--- config.mk ---
export PLATFORM = sky130hd
export DESIGN_NAME = perf_event_counter
export DESIGN_NICKNAME = d
export VERILOG_FILES = /design/src/rtl/perf_pkg.sv /design/src/rtl/perf_event_counter_sat.sv /design/src/rtl/perf_event_counter.sv
export SDC_FILE = /design/constraint.sdc
export NUM_CORES = 1
export LEC_CHECK = 0
export CORE_MARGIN = 5
export CORE_UTILIZATION = 53
export CTS_CLUSTER_SIZE = 20
export DETAILED_ROUTE_END_ITERATION = 16
export GPL_ROUTABILITY_DRIVEN = 0
export PLACE_DENSITY = 0.77
export SLEW_MARGIN = 20
export SYNTH_ARGS = -nofsm -noshare
export SYNTH_HDL_FRONTEND = slang
export SYNTH_SLANG_ARGS = --single-unit
--- constraint.sdc ---
create_clock -name clk_i -period 3.25 [get_ports clk_i]
set_input_delay 0.65 -clock clk_i [delete_from_list [all_inputs] [get_ports clk_i]]
set_output_delay 0.65 -clock clk_i [all_outputs]
set_load 0.01 [all_outputs]
--- src/rtl/perf_pkg.sv ---
// Shared types and constants for the pipeline performance monitor.
package perf_pkg;

  typedef enum logic [1:0] {
    ST_IDLE = 2'd0,
    ST_RUN  = 2'd1,
    ST_DONE = 2'd2
  } perf_state_e;

  // Event channel assignment used by the CPU hookup.
  localparam int EV_LWSTALL = 0;
  localparam int EV_FLUSH   = 1;

  function automatic int sel_width(input int num_events);
    return $clog2(num_events + 1);
  endfunction

endpackage

--- src/rtl/perf_event_counter_sat.sv ---
// Saturating up-counter with a sticky overflow flag.
module sat_counter #(
  parameter int WIDTH = 32
) (
  input  logic             clk_i,
  input  logic             rst_i,
  input  logic             clr_i,
  input  logic             en_i,
  input  logic             inc_i,
  output logic [WIDTH-1:0] cnt_o,
  output logic             ovf_o
);

  logic [WIDTH-1:0] r_cnt;
  logic             r_ovf;
  logic             w_bump;
  logic             w_full;

  assign w_bump = en_i & inc_i;
  assign w_full = &r_cnt;

  // An increment request at all-ones holds the value and latches overflow.
  always_ff @(posedge clk_i) begin
    if (rst_i || clr_i) begin
      r_cnt <= '0;
      r_ovf <= 1'b0;
    end else if (w_bump) begin
      if (w_full) r_ovf <= 1'b1;
      else        r_cnt <= r_cnt + 1'b1;
    end
  end

  assign cnt_o = r_cnt;
  assign ovf_o = r_ovf;

endmodule

--- src/rtl/perf_event_counter.sv ---
// Run-cycle and per-event performance counters with limit, pause and readout.
module perf_event_counter
  import perf_pkg::*;
#(
  parameter int NUM_EVENTS = 2,
  parameter int CNT_WIDTH  = 32,
  parameter int SEL_WIDTH  = sel_width(NUM_EVENTS)
) (
  input  logic                  clk_i,
  input  logic                  rst_i,
  input  logic                  start_i,
  input  logic                  clear_i,
  input  logic [CNT_WIDTH-1:0]  limit_i,
  input  logic [NUM_EVENTS-1:0] event_i,
  input  logic [SEL_WIDTH-1:0]  rd_sel_i,
  output logic [CNT_WIDTH-1:0]  rd_data_o,
  output logic [1:0]            state_o,
  output logic                  done_o,
  output logic [NUM_EVENTS:0]   overflow_o
);

  perf_state_e r_state, w_state_nxt;
  logic [CNT_WIDTH-1:0] r_limit;
  logic [CNT_WIDTH-1:0] r_rd;
  logic [CNT_WIDTH-1:0] w_rd;
  logic                 w_latch;
  logic                 w_run;
  logic                 w_hit;
  logic                 w_cnt_en;

  logic [NUM_EVENTS:0][CNT_WIDTH-1:0] w_cnt;
  logic [NUM_EVENTS:0]                w_inc;
  logic [NUM_EVENTS:0]                w_ovf;

  assign w_run = (r_state == ST_RUN);

  // Limit hit is judged on the real post-increment count, so a saturated
  // cycle counter can never fake a match.
  assign w_hit = w_run && (r_limit != '0) && !(&w_cnt[0]) &&
                 ((w_cnt[0] + 1'b1) == r_limit);

  // A pausing cycle is not counted unless it is also the limit cycle.
  assign w_cnt_en = w_run && (start_i || w_hit);

  assign w_inc = {event_i, 1'b1};

  for (genvar g = 0; g <= NUM_EVENTS; g++) begin : g_cnt
    sat_counter #(.WIDTH(CNT_WIDTH)) u_cnt (
      .clk_i (clk_i),
      .rst_i (rst_i),
      .clr_i (clear_i),
      .en_i  (w_cnt_en),
      .inc_i (w_inc[g]),
      .cnt_o (w_cnt[g]),
      .ovf_o (w_ovf[g])
    );
  end

  always_comb begin
    w_state_nxt = r_state;
    w_latch     = 1'b0;
    case (r_state)
      ST_IDLE: begin
        if (start_i) begin
          w_state_nxt = ST_RUN;
          w_latch     = 1'b1;
        end
      end
      ST_RUN: begin
        if (w_hit)         w_state_nxt = ST_DONE;
        else if (!start_i) w_state_nxt = ST_IDLE;
      end
      ST_DONE: w_state_nxt = ST_DONE;
      default: w_state_nxt = ST_IDLE;
    endcase
  end

  always_ff @(posedge clk_i) begin
    if (rst_i) begin
      r_state <= ST_IDLE;
      r_limit <= '0;
    end else if (clear_i) begin
      r_state <= ST_IDLE;
    end else begin
      r_state <= w_state_nxt;
      if (w_latch) r_limit <= limit_i;
    end
  end

  // Out-of-range selects fall through to zero.
  always_comb begin
    w_rd = '0;
    for (int k = 0; k <= NUM_EVENTS; k++) begin
      if (rd_sel_i == SEL_WIDTH'(k)) w_rd = w_cnt[k];
    end
  end

  always_ff @(posedge clk_i) begin
    if (rst_i || clear_i) r_rd <= '0;
    else                  r_rd <= w_rd;
  end

  assign rd_data_o  = r_rd;
  assign state_o    = r_state;
  assign done_o     = (r_state == ST_DONE);
  assign overflow_o = w_ovf;

endmodule

==> results of run 1 <==
## cell families after synthesis
group	count (synthesis)	share of synthesized area [%]
compound gates	234	15.8
xor+xnor	52	5.23
fa+ha+maj	3	0.431
buf+inv	111	5.32
flops	165	37.9
mux	55	6.34
simple gates	492	28.9
## where the power goes
part | switching, W | internal (W)
Sequential | 0.0000230 | 0.00204
Combinational | 0.000162 | 0.000130
Clock | 0.000864 | 0.00113
Total | 0.00105 | 0.00329
## per-layer routing
metal | GRT usage (%) | up-vias
met2 | 44.4 | 405
li1 | - | 4237
met5 | 0 | -
met1 | 33.2 | 4042
met4 | 9.98 | 0
met3 | 4.69 | 62
## state kept, by name, summed over array words and instances, names as in the netlist
signal,count
g_cnt.u_cnt.cnt_o,96
r_limit,32
rd_data_o,32
g_cnt.u_cnt.ovf_o,3
state_o,2
## final timing paths
path	from	endpoint	slack, ns
max	g_cnt[0].u_cnt.cnt_o[14]	g_cnt[1].u_cnt.cnt_o[22]	0.02
min	g_cnt[2].u_cnt.ovf_o	g_cnt[2].u_cnt.ovf_o	0.47
min reg2reg	g_cnt[2].u_cnt.ovf_o	g_cnt[2].u_cnt.ovf_o	0.47
max reg2reg	g_cnt[0].u_cnt.cnt_o[14]	g_cnt[1].u_cnt.cnt_o[22]	0.02
## final cells by class
type | count | area share (%)
Multi-Input combinational cell | 837 | 46.0
Sequential cell | 165 | 30.0
Timing Repair Buffer | 197 | 15.9
Clock buffer | 19 | 3.89
Tap cell | 216 | 2.43
Clock inverter | 12 | 1.16
Inverter | 20 | 0.674
## stage by stage
stage                     power, W  utilization (%)  TNS (ns)
final                      0.00434             69.6         0
after global placement     0.00238             64.0     -4.46
after detailed placement   0.00239             64.0    -10.63
after global routing       0.00446             69.6     -3.00
after floorplan            0.00227                -         0
after CTS                  0.00435             68.2         0
## what timing repair did
item	CTS	global route
buffers inserted	1	8
endpoints found under the setup margin	86	86
gates resized for setup	13	44
pin swaps	9	11
cloned	2	0
## layout by cell type (no fill, tap or decap), types with 5 or more instances in the layout
cell type        instances
nor4_1                  23
and4_1                   7
nor3_1                  14
buf_6                    8
nor2_1                  98
a21oi_1                120
o21a_1                   7
o31ai_1                 14
mux2i_1                 54
inv_1                   20
nand2_1                138
nand4_1                 25
or4_1                   16
clkbuf_16               17
clkdlybuf4s50_1         76
xnor2_1                 24
or2_2                    5
o211ai_1                14
nor4_2                   9
dfxtp_2                 11
or3_1                   63
dfxtp_4                  5
o21ai_0                 41
and3_1                  19
buf_4                  107
nand3_1                 34
dfxtp_1                149
xor2_1                  28
nand2b_1                 8
## critical path, stage by stage (launching register included)
cell and delay, ns:
dfxtp_4 0.38, nand4_1 0.18, nor4_4 0.42, buf_4 0.20, o2111a_1 0.19, o22ai_1 0.06, nor4_1 0.31, buf_4 0.15
and4_1 0.18, buf_6 0.15, o211ai_2 0.30, or4_1 0.49, a21oi_1 0.14
==> metrics.cfg, run 1 <==
[timing]
rsz0062_at_grt=yes
worstMarginPinSlew_ns=0.897
hold_ws_ns=0.472
fin_crit_ns=3.23
hold_violations=0
timing.final.crit_share_pct=99.5
relSlewSlack_pct=40.2
setup_viol=0
fmax_mhz=309
report.final.slew_viol_count=0
setup_ws_ns=0.0163
finClkSkew_ns=0.00672

[synth]
syn-num-nets=1155
synth_cell_type_count=61
synth_area_um2=8710
synthTopCellsByCount=dfxtp_1 (165), nand2_1 (138), a21oi_1 (124), nor2_1 (99), clkbuf_1 (65)
async_flop_share_pct=0
ys_ff_latch=165
synth_top_area_cell=dfxtp_1
yosys-top-cells-area=dfxtp_1 (38%), a21oi_1 (7.1%), mux2i_1 (6.2%)
synth-seq-area-share_pct=37.9
synthCells=1112
yosysWarnings=0
synth_top_area_share_pct=37.9
synth_edf_count=0
synth.avg_cell_area_um2=7.83
post-synth-top-count-cell=dfxtp_1
ys.flop_type=dfxtp_1

[hold_path]
hold_class=flop to flop
whs_path_depth=1

[pwr]
ir_drop_mv=0.414
p_per_area_nw_per_um2=390
power.leakage_nw=3.92

[cells_and_area]
fillers=1291
finalNetCount=1281
multi_input_area_um2=5120
layout-drive-gt1-share_pct=16.6
area_delta_synth_final_pct=27.9
diodes=0
stdcell_area_um2=11100
register_area_um2=3340
stdcell_count=1466

[drt]
wire_per_inst_um=17.8
ant_nets=0
top_layer=met4
wl_met3_mm=1.99
vias=8746
wl_mm=26.1
dr.first_iter.drc_count=873
m1WireLength_mm=10.8
met2_wirelength_mm=12.6
route.detailed.drc=0
drtPass1Iterations=6
via_per_inst=5.97

[cts]
cts_tree=done
clock_path_buffers=2
htreeDepth=4
numCtsBuffers=17
cts_hold_buf=0
clk_latency_ns=0.44
clkSinkCount=165
root_buffer=clkbuf_16
path_clk_slew_ns=0.07

[grt]
grt_pass1_vias=8087
grt_use_total_pct=26.1
grt_max_degree=43
grt_pass1_wl_mm=41.4
grt_overflow=0
grt_antenna_before_repair=0

[place]
place_hpwl_mm=18.2
portBuffers=77
placed_cells=1424
place_ws_ns=-0.285
placed_area_um2=10200

[critical_path]
crit_type=flop to flop
worstPathMaxFanout=11
cp-start-kind=flop
critPathRequiredTime_ns=3.62
crit_arrival_ns=3.61
critPathCaptureType=flop
reg2reg_depth=12

[floorplan]
io_pins=78
die-height_um=138
start_util_pct=54.4
core_um2=16000
rows=46
dieArea_um2=19100
chipWidth_um=138

[flow_run]
drv_cap=0

[outcome]
outcome=finished, final reports clean

Note: power is estimated with default switching activity, not from simulation.
==> run 2, diff against run 1 <==
- SKIP_LAST_GASP: default -> 1
==> metrics.cfg, run 2 (synthesis gave the netlist of run 1 again) <==
[hold_path]
min-delay-start=g_cnt[2].u_cnt.ovf_o
min_to=g_cnt[2].u_cnt.ovf_o
hold_class=flop to flop
whs_path_depth=1  ; unchanged

[place]
place_hpwl_mm=18.2  ; unchanged
placed_area_um2=10200  ; unchanged
portBuffers=77  ; unchanged

[critical_path]
r2r-end=g_cnt[1].u_cnt.cnt_o[9]
critPathRequiredTime_ns=3.62  ; about the same
crit_chain=nand4_1 -> nor4_4 -> buf_4 -> o2111a_1 -> o22ai_1 -> nor4_1 -> buf_4 -> and4_1 -> buf_6 -> o211ai_2 -> nor4_1 -> mux2i_1
critPathCaptureType=flop
cp-start-kind=flop
critical_path.slowest_cell=nor4_4
crit_type=flop to flop
crit_arrival_ns=3.62  ; about the same
cpPeakStageDelay_ns=0.43  ; -0.06 ns
r2r_setup_slack_ns=0.002  ; about the same
worstPathMaxFanout=11  ; unchanged
r2r_start=g_cnt[0].u_cnt.cnt_o[14]
reg2reg_depth=12  ; unchanged

[timing]
fin_crit_ns=3.25  ; +0.0139 ns
timing.final.crit_share_pct=99.9  ; +0.43 points
hold_violations=0  ; unchanged
report.final.slew_viol_count=0  ; unchanged
setup_viol=0  ; unchanged
fmax_mhz=308  ; -0.43%
finClkSkew_ns=0.00687  ; +0.000150 ns
rsz0062_at_grt=yes
worstMarginPinSlew_ns=0.878  ; -0.0195 ns
relSlewSlack_pct=41.5  ; +1.3 points

[outcome]
outcome=finished, final reports clean

[drt]
vias=8728  ; -0.21%
via_per_inst=5.95  ; -0.21%
wire_per_inst_um=17.8  ; +0.30%
ant_nets=0  ; unchanged
route.detailed.drc=0  ; unchanged
wl_mm=26.2  ; +0.30%
dr.first_iter.drc_count=864  ; -1.0%
drtPass1Iterations=5  ; -1

[cts]
root_buffer=clkbuf_16
clk_latency_ns=0.44  ; about the same
htreeDepth=4  ; unchanged
cts_hold_buf=0  ; unchanged
cts_tree=done
numCtsBuffers=17  ; unchanged
path_clk_slew_ns=0.07  ; about the same
clock_path_buffers=2  ; unchanged
clkSinkCount=165  ; unchanged

[floorplan]
chipWidth_um=138  ; unchanged
dieArea_um2=19100  ; unchanged
start_util_pct=54.4  ; unchanged
rows=46  ; unchanged
core_um2=16000  ; unchanged
die-height_um=138  ; unchanged
io_pins=78  ; unchanged

[cells_and_area]
layout-drive-gt1-share_pct=16.5  ; -0.16 points
diodes=0  ; unchanged
largest_reg_flops=96  ; unchanged
area_delta_synth_final_pct=27.7
mostFrequentLayoutCells=dfxtp_1 (149), nand2_1 (138), a21oi_1 (120)
fillers=1296  ; +0.39%
mostFrequentLayoutCell=dfxtp_1
finalNetCount=1281  ; unchanged
stdcell_area_um2=11100  ; -0.13%

[pwr]
power.total_w=0.00434  ; about the same
power.leakage_nw=3.91  ; -0.17%
ir_drop_mv=0.412  ; -0.48%
p_per_area_nw_per_um2=391  ; +0.16%

[grt]
gr-usage-met2_pct=44.4  ; unchanged
top_usage_layer=met2
grt_pass1_wl_mm=41.4  ; unchanged
grt_antenna_before_repair=0  ; unchanged
use_met3_pct=4.69  ; unchanged
grt_pass1_vias=8087  ; unchanged
grt_use_total_pct=26.1  ; unchanged
grt_overflow=0  ; unchanged
grt_max_degree=43  ; unchanged
use_met1_pct=33.2  ; unchanged

[flow_run]
drv_cap=0  ; unchanged

## run 2: cell counts in the layout (fill, tap and decap cells not counted)
Identical to the previous run, type by type.
## run 2: metrics by stage
stage	util [%]	std cells	hold WS [ns]	setup TNS (ns)	setup slack [ns]
finish	69.5	1466	0.471	0	0.00244
global route	69.5	1466	0.484	-2.97	-0.116
CTS	68.2	1458	0.476	0	0.00516
detailed placement	64.0	1424	0.457	-10.63	-0.285
global placement	64.0	1424	0.455	-4.46	-0.173
floorplan	-	1112	0.442	0	0.0740
## run 2: how the worst max path moves through the flow
| stage | start | end | slack, ns | depth (start not counted) |
|---|---|---|---|---|
| after detailed placement | g_cnt[0].u_cnt.cnt_o[1] | g_cnt[1].u_cnt.cnt_o[4] | -0.29 | 12 |
| after CTS | g_cnt[0].u_cnt.cnt_o[1] | g_cnt[2].u_cnt.cnt_o[4] | 0.005 | 13 |
| after global routing | g_cnt[0].u_cnt.cnt_o[7] | g_cnt[1].u_cnt.cnt_o[22] | -0.12 | 12 |
| final | g_cnt[0].u_cnt.cnt_o[14] | g_cnt[1].u_cnt.cnt_o[9] | 0.002 | 12 |
| after floorplan | g_cnt[0].u_cnt.cnt_o[0] | g_cnt[1].u_cnt.cnt_o[25] | 0.07 | 13 |
| after global placement | g_cnt[0].u_cnt.cnt_o[1] | g_cnt[1].u_cnt.cnt_o[13] | -0.17 | 12 |
## run 2: power by group
part           internal (W)  switching, W
Clock               0.00113      0.000866
Sequential          0.00204     0.0000233
Combinational      0.000130      0.000162
Total               0.00329       0.00105
## run 2: layout make-up
cell class | count | area (um2) | area share (%)
well taps | 216 | 270 | 2.43
clock inverters | 12 | 129 | 1.16
multi-input cells | 837 | 5110 | 46.0
flip-flops and latches | 165 | 3340 | 30.0
clock buffers | 19 | 433 | 3.89
repair buffers | 197 | 1760 | 15.9
inverters | 20 | 75.1 | 0.675
## run 2: critical path, delay by kind of cell (launching register included)
family                 cells  cell delay [ns]
AOI/OAI and AO/OA          3             0.54
buffers and inverters      3             0.50
muxes                      1             0.22
DFF                        1             0.38
and+or+nand+nor            5             1.52
## run 2: what timing repair did
item                                    CTS  global route
setup buffers                             1             8
gates cloned                              2             0
endpoints found under the setup margin   86            86
resized for setup                        13            40
pin swaps                                 9            10
## run 2: per-layer routing
| layer | wire, um | vias up |
|---|---|---|
| met4 | 662 | 0 |
| met2 | 12700 | 406 |
| li1 | - | 4227 |
| met5 | 0 | - |
| met3 | 2000 | 61 |
| met1 | 10800 | 4034 |
